## src/rtl/parking_display_scan.sv

```systemverilog
// Multiplexed 7-segment scanner for the parking status panel: free-slot count on the
// right pair, first empty slot on the left pair, blinking "FULL" when no slot is free.
module parking_display_scan #(
  parameter int NUM_DIGITS   = 4,
  parameter int CAP_W        = 3,
  parameter int SLOT_W       = 2,
  parameter int DWELL        = 2,
  parameter int BLINK_FRAMES = 8
) (
  input  logic                  clk_500Hz,
  input  logic                  reset,
  input  logic                  enable,
  input  logic [CAP_W-1:0]      capacity,
  input  logic [SLOT_W-1:0]     first_empty,
  output logic [NUM_DIGITS-1:0] anodes,
  output logic [6:0]            segments,
  output logic                  frame_start
);

  // state     | meaning
  // BLINK_ON  | FULL glyphs visible (also the idle phase in NORMAL mode)
  // BLINK_OFF | FULL glyphs blanked, anodes keep scanning
  typedef enum logic {BLINK_ON, BLINK_OFF} phase_t;

  localparam int DIG_W = (NUM_DIGITS > 1) ? $clog2(NUM_DIGITS) : 1;
  localparam int DWL_W = $clog2(DWELL + 1);
  localparam int BLK_W = $clog2(BLINK_FRAMES + 1);

  localparam logic [6:0] GLY_F = 7'h71;
  localparam logic [6:0] GLY_U = 7'h3E;
  localparam logic [6:0] GLY_L = 7'h38;

  phase_t                  phase, phase_n, phase_eff;
  logic [DWL_W-1:0]        dwell_cnt, dwell_cnt_n;
  logic [DIG_W-1:0]        digit_idx, digit_idx_n;
  logic [BLK_W-1:0]        blink_cnt, blink_cnt_n;
  logic [CAP_W-1:0]        shadow_cap, cap_eff;
  logic [SLOT_W-1:0]       shadow_fe, fe_eff;
  logic                    wrap, full;
  int unsigned             cap_v, slot_v;
  logic [NUM_DIGITS-1:0]   anodes_n;
  logic [6:0]              segments_n;

  function automatic logic [6:0] glyph(input int unsigned d);
    case (d)
      0:       glyph = 7'h3F;
      1:       glyph = 7'h06;
      2:       glyph = 7'h5B;
      3:       glyph = 7'h4F;
      4:       glyph = 7'h66;
      5:       glyph = 7'h6D;
      6:       glyph = 7'h7D;
      7:       glyph = 7'h07;
      8:       glyph = 7'h7F;
      9:       glyph = 7'h6F;
      default: glyph = 7'h00;
    endcase
  endfunction

  always_ff @(posedge clk_500Hz) begin
    if (reset) begin
      phase       <= BLINK_ON;
      dwell_cnt   <= '0;
      digit_idx   <= '0;
      blink_cnt   <= '0;
      shadow_cap  <= capacity;
      shadow_fe   <= first_empty;
      anodes      <= '0;
      segments    <= '0;
      frame_start <= 1'b0;
    end else begin
      phase       <= phase_n;
      dwell_cnt   <= dwell_cnt_n;
      digit_idx   <= digit_idx_n;
      blink_cnt   <= blink_cnt_n;
      shadow_cap  <= cap_eff;
      shadow_fe   <= fe_eff;
      anodes      <= anodes_n;
      segments    <= segments_n;
      frame_start <= wrap;
    end
  end

  always_comb begin
    wrap        = enable && (digit_idx == '0) && (dwell_cnt == '0);
    cap_eff     = wrap ? capacity : shadow_cap;
    fe_eff      = wrap ? first_empty : shadow_fe;
    full        = (cap_eff == '0);
    dwell_cnt_n = dwell_cnt;
    digit_idx_n = digit_idx;
    blink_cnt_n = blink_cnt;
    phase_n     = phase;

    if (enable) begin
      if (dwell_cnt == DWL_W'(DWELL - 1)) begin
        dwell_cnt_n = '0;
        digit_idx_n = (digit_idx == DIG_W'(NUM_DIGITS - 1)) ? '0 : digit_idx + DIG_W'(1);
      end else begin
        dwell_cnt_n = dwell_cnt + DWL_W'(1);
      end
    end

    // A wrap that enters FULL restarts the blink so the first ON period is complete.
    if (wrap && full) begin
      if (shadow_cap != '0) begin
        blink_cnt_n = '0;
        phase_n     = BLINK_ON;
      end else if (blink_cnt == BLK_W'(BLINK_FRAMES - 1)) begin
        blink_cnt_n = '0;
        phase_n     = (phase == BLINK_ON) ? BLINK_OFF : BLINK_ON;
      end else begin
        blink_cnt_n = blink_cnt + BLK_W'(1);
      end
    end
    phase_eff = wrap ? phase_n : phase;
  end

  always_comb begin
    cap_v = 32'(cap_eff);
    if (cap_v > 99) cap_v = 99;
    slot_v     = 32'(fe_eff) + 1;
    anodes_n   = '0;
    segments_n = '0;

    if (enable) begin
      anodes_n[digit_idx] = 1'b1;
      if (full) begin
        if (phase_eff == BLINK_ON) begin
          case (32'(digit_idx))
            0, 1:    segments_n = GLY_L;
            2:       segments_n = GLY_U;
            3:       segments_n = GLY_F;
            default: segments_n = '0;
          endcase
        end
      end else begin
        case (32'(digit_idx))
          0:       segments_n = glyph(cap_v % 10);
          1:       segments_n = (cap_v / 10 == 0) ? 7'h00 : glyph(cap_v / 10);
          2:       segments_n = glyph(slot_v % 10);
          3:       segments_n = (slot_v / 10 == 0) ? 7'h00 : glyph(slot_v / 10);
          default: segments_n = '0;
        endcase
      end
    end
  end

endmodule

```

## config.mk

```make
export PLATFORM = sky130hd
export DESIGN_NAME = parking_display_scan
export DESIGN_NICKNAME = d
export VERILOG_FILES = /design/src/rtl/parking_display_scan.sv
export SDC_FILE = /design/constraint.sdc
export NUM_CORES = 1
export LEC_CHECK = 0
export CAP_MARGIN = 40
export CORE_MARGIN = 4
export CORE_UTILIZATION = 55
export DETAILED_ROUTE_END_ITERATION = 8
export PLACE_DENSITY = 0.84
export SYNTH_ARGS = -nofsm -noshare
export SYNTH_HDL_FRONTEND = slang
export SYNTH_SLANG_ARGS = --single-unit
```

## constraint.sdc

```tcl
create_clock -name clk_500Hz -period 6.2 [get_ports clk_500Hz]
set_input_delay 1.24 -clock clk_500Hz [delete_from_list [all_inputs] [get_ports clk_500Hz]]
set_output_delay 1.24 -clock clk_500Hz [all_outputs]
set_load 0.01 [all_outputs]
```

After elaboration in Yosys (flattened, before gate mapping)
Memory sizes are Yosys's and may differ from the RTL's.
Cells that the tools add are included.
Widths: inputs -> output; s select.
{"block": "totals", "register_bits": 26, "rom_bits": 448, "in_bits": 8, "output_inout_bits": 12, "wordCells": 71, "memories": 4}
{"block": "classes", "n_addsub": 4, "div": 4, "n_lt_le_gt_ge": 2, "eq_ne": 5, "muxes": 25, "bitwise": 1, "n_reduce_logical": 17}
{"memory": "(no name shown)", "words": 16, "word_bits": 7, "read_ports": 1, "rd_ports_with_merged_regs": 0, "write_ports": 0, "line_no": "45", "source": "case (d)"}
{"memory": "(no name shown)", "words": 16, "word_bits": 7, "read_ports": 1, "rd_ports_with_merged_regs": 0, "write_ports": 0, "line_no": "45"}
{"memory": "(no name shown)", "words": 16, "word_bits": 7, "read_ports": 1, "rd_ports_with_merged_regs": 0, "write_ports": 0, "line_no": "45"}
{"memory": "(no name shown)", "words": 16, "word_bits": 7, "read_ports": 1, "rd_ports_with_merged_regs": 0, "write_ports": 0, "line_no": "45"}
{"cell": "$logic_not 28->1", "count": 4}
{"cell": "$logic_not 32->1", "count": 2}
{"cell": "$mux 7", "count": 8}
{"cell": "$div 3x4->32 const B", "count": 1}
{"cell": "$div 32x4->32 const B", "count": 1}
{"cell": "$mod 3x4->32 const B", "count": 1}
{"cell": "$mod 32x4->32 const B", "count": 1}
{"cell": "$pmux 7 s4", "count": 1}
{"cell": "$pmux 7 s3", "count": 1}
{"cell": "$mux 2", "count": 4}
{"cell": "$mux 4", "count": 2}
{"cell": "$mux 1", "count": 6}
{"cell": "$mux 3", "count": 2}
{"cell": "$add 2x1->2 const B", "count": 2}
{"cell": "$add 4x1->4 const B", "count": 1}
{"cell": "$eq 2x1->1 const B", "count": 2}
{"cell": "$eq 2x2->1 const B", "count": 2}
{"cell": "$eq 4x3->1 const B", "count": 1}
{"cell": "$logic_and 1x1->1", "count": 4}
{"cell": "$logic_not 2->1", "count": 2}
{"cell": "$reduce_or 2->1", "count": 2}
{"cell": "$add 2x1->3 const B", "count": 1}
{"cell": "$logic_not 3->1", "count": 1}
{"cell": "$lt 2x3->1 const B", "count": 1}
{"cell": "5 further kinds", "count": 5}

Logic depth before layout (Yosys ltp)
{"block": "logic_depth", "ltp_word": 11, "mapped_depth": 11, "mapped_depth_nobuf": 10}

Least setup slack after synthesis
No wires, ideal clock.
{"block": "synth_path", "path_type": "input -> register", "start": "input port enable", "end": "register segments[3]", "setup_ns": 0.088, "t_arrival_ns": 3.456, "required_ns": 6.112, "path_slack_ns": 2.656, "path_stages": 9, "path_buffers": 1, "cell_sequence": "and4bb_4 buf_4 mux2_2 inv_1 ha_1 or2b_1 or4b_1 o221a_4 o32ai_2"}
{"block": "synth_between", "elab_chain_len": 10}
{"element": "from (decl)", "line_no": "12", "source": "input logic enable,"}
{"element": "$logic_and 1x1->1 (2 in a row)", "line_no": "85", "source": "wrap = enable && (digit_idx == '0) && (dwell_cnt == '0);"}
{"element": "$mux 2", "line_no": "87", "source": "fe_eff = wrap ? first_empty : shadow_fe;"}
{"element": "$add 2x1->3", "line_no": "121", "source": "slot_v = 32'(fe_eff) + 1;"}
{"element": "$div 32x4->32", "line_no": "141", "source": "3: segments_n = (slot_v / 10 == 0) ? 7'h00 : glyph(slot_v / 10);"}
{"element": "$mem_v2 16x7 / $logic_not 28->1 (equally long branches)"}
{"element": "$mux 7", "line_no": "45"}
{"element": "$mux 7", "line_no": "141"}
{"element": "$pmux 7 s4", "line_no": "137", "source": "case (32'(digit_idx))"}
{"element": "$mux 7", "line_no": "127", "source": "if (full) begin"}
{"element": "to (signal assigned)", "line_no": "79", "source": "segments <= segments_n;"}
{"element": "to (decl)", "line_no": "16", "source": "output logic [6:0] segments,"}
Several ways; a longest one is shown, not always the timed one.
A chain may end at the register's enable or synchronous reset.

Worst setup path after layout
Ends and elaborated chain as after synthesis.

==> flow_summary.ini <==
[synthesis]
synth_cell_type_count = 44
synth_enable_flop_cells = 0
synth_cells = 143
ys_ff_latch = 26
ys.flop_type = dfxtp_1
synth_area_sq_um = 1440
ys_seq_area_share_pct = 36.0
synth.net_count = 169
synth_top_area_share_pct = 36.0
synth_top_area_cell = dfxtp_1
async_flop_share_pct = 0
yosys-top-cells-area = dfxtp_1 36%, ha_1 16%, mux2_2 7.8%
synth_warnings = 0
synth.avg_cell_area_sq_um = 10.1
synth_common_cells = 26 x dfxtp_1, 18 x ha_1, 11 x nor2_1
synth.most_common_cell = dfxtp_1

[timing]
period_share_pct = 62.9
worstMarginPinSlew_ps = 610
rsz0062_at_grt = no
finalSetupViolCount = 0
period_needed_ps = 3900
fin_ws_ps = 2300
fmax_ghz = 0.256
final_max_slew_viol_count = 0
skew_ps = 4.26
relSlewSlack_pct = 59.3
hold_slack_ps = 479
setup_tns_ps = 0
final-hold-violation-count = 0

[route]
wirelength_microns = 2840
ant_nets = 0
vias = 1110
first_pass_iters = 4
drt_iter0_markers = 38
post-route-drc-count = 0
wl_per_cell_microns = 14.8
viasPerCell = 5.78

[pwr]
p_int_mw = 0.295
clkPwrFrac_pct = 29.5
switchingPower_mw = 0.113
p_leak_nw = 0.704
ir_drop_v = 0.000198
comb_power_share_pct = 24.9
p_sw_share_pct = 27.7
cellPowerDensity_nw_per_um2 = 239
pwr-share-seq_pct = 45.6

[floorplanning]
die_h_microns = 59.2
fp.dieW_microns = 59.2
ios = 20
rows = 18
design.die.area_sq_um = 3510
start_util_pct = 57.8
core_sq_um = 2500

[hold_path]
worstHoldPathCells = 1
hold_class = reg2reg

[place]
dpl.cell_count = 188
gp_congestion = 0.826
place_hpwl_microns = 2170
port_buffers = 19
preCtsSetupSlack_ps = 1950

[worst_setup_path]
crit_arrival_ps = 4170
start_kind = input pin
crit_family = simple AND/OR/NAND/NOR gates
endpoint_kind = flip-flop
path_cells = clkdlybuf4s50_1 -> and4bb_4 -> mux2_2 -> inv_1 -> ha_1 -> or2b_1 -> or4b_1 -> o221a_4 -> o32ai_2
ff2ff_path_depth = 10
worst_ep_required_time_ps = 6460
path_depth = 9
max_stage_delay_ps = 570
slowest_stage = clkdlybuf4s50_1
cp_max_fo = 13
worst-path-buf-inv = 2
critPathKind = in2reg

[grt]
overflow = 0
grt_start_max_net_pins = 16
antenna_found_initial = 0
grt_pass1_vias = 1153
grtUsageTotal_pct = 18.5
grt_pass1_wl_microns = 5030

[outcome]
status = complete, no violations

[clock_network]
tritoncts = yes
cts_root_buf = clkbuf_4
clk_pin_slew_ps = 150
clock_path_buffers = 2
cts_setup_buffers = 0
cts_num_sinks = 26
htree_levels = 1
insertion_delay_ps = 330
cts_resized = 0
ctsHoldBuffers = 0
numCtsBuffers = 3

[finish]
stdcell_count = 192
utilization_pct = 68.2
drive_above_1_share_pct = 13.0
antenna_cells = 0
fin_nets = 189
nFillCells = 200
syn_to_final_growth_pct = 18.1

[flow_run]
cap_violations = 0
layout make-up:
cell class | instances | area, sq um | area share (%)
Tap cell | 30 | 37.5 | 2.20
Sequential cell | 26 | 520 | 30.5
Inverter | 7 | 26.3 | 1.54
Clock buffer | 3 | 22.5 | 1.32
Timing Repair Buffer | 19 | 190 | 11.2
Clock inverter | 1 | 30.0 | 1.76
Multi-Input combinational cell | 106 | 878 | 51.5
per-stage QoR:
stage | total power [mW] | instance area [sq um]
2_1_floorplan | 0.257 | 1440
3_3_place_gp | 0.286 | 1650
3_5_place_dp | 0.290 | 1650
4_1_cts | 0.410 | 1710
5_1_grt | 0.428 | 1710
6_report | 0.408 | 1710
sequential cells by signal (all words and copies together), names as in the netlist:
register / flops
segments: 7
anodes: 4
blink_cnt: 4
shadow_cap: 3
digit_idx: 2
dwell_cnt: 2
shadow_fe: 2
frame_start: 1
phase: 1
cells in the final DEF, fill, tap and decap left out, types with 3 or more instances in the layout:
cell             count
a21oi_1              6
ha_1                18
mux2_2              10
clkbuf_4             3
nor2b_1              3
mux2i_1              4
dfxtp_1             26
o22ai_1              3
inv_1                7
and2_1               4
nor2_1              11
nor3_1               3
nand2_1              6
clkdlybuf4s50_1     19
kinds of logic (layout without fill, tap and decap cells):
| family | after synthesis | in the layout | synth area share, % |
|---|---|---|---|
| mux | 14 | 14 | 10.6 |
| flops | 26 | 26 | 36.0 |
| buf+inv | 11 | 30 | 3.12 |
| compound gates | 23 | 23 | 11.8 |
| xor+xnor | 3 | 3 | 1.82 |
| simple gates | 48 | 48 | 21.1 |
| fa+ha+maj | 18 | 18 | 15.6 |
layer usage:
layer	GRT usage [%]	wire, microns	vias to the layer above
met5	0	0	-
met4	5.18	40	0
met3	4.58	154	6
met2	34.0	1430	36
met1	21.0	1210	519
li1	-	-	549
worst register-to-register path, cell delays in order, from the launching register on:
cell,delay (ps)
dfxtp_1,400
inv_1,160
ha_1,210
and4bb_4,380
mux2_2,400
inv_1,130
ha_1,320
or2b_1,260
or4b_1,490
o221a_4,160
o32ai_2,190
final timing paths:
| kind | from | to | slack [ps] |
|---|---|---|---|
| max | enable | segments[3] | 2300 |
| min | dwell_cnt[1] | frame_start | 480 |
| max reg2reg | digit_idx[0] | segments[3] | 3030 |
| min reg2reg | dwell_cnt[1] | frame_start | 480 |
power groups by stage:
| stage | clock [mW] | sequential [mW] | combinational, mW |
|---|---|---|---|
| finish | 0.120 | 0.186 | 0.101 |
| global route | 0.127 | 0.188 | 0.113 |
| CTS | 0.122 | 0.186 | 0.102 |
| detailed placement | 0 | 0.190 | 0.100 |
| global placement | 0 | 0.189 | 0.0969 |
| floorplan | 0 | 0.191 | 0.0660 |
No activity file was read; power rests on OpenSTA's default activity.
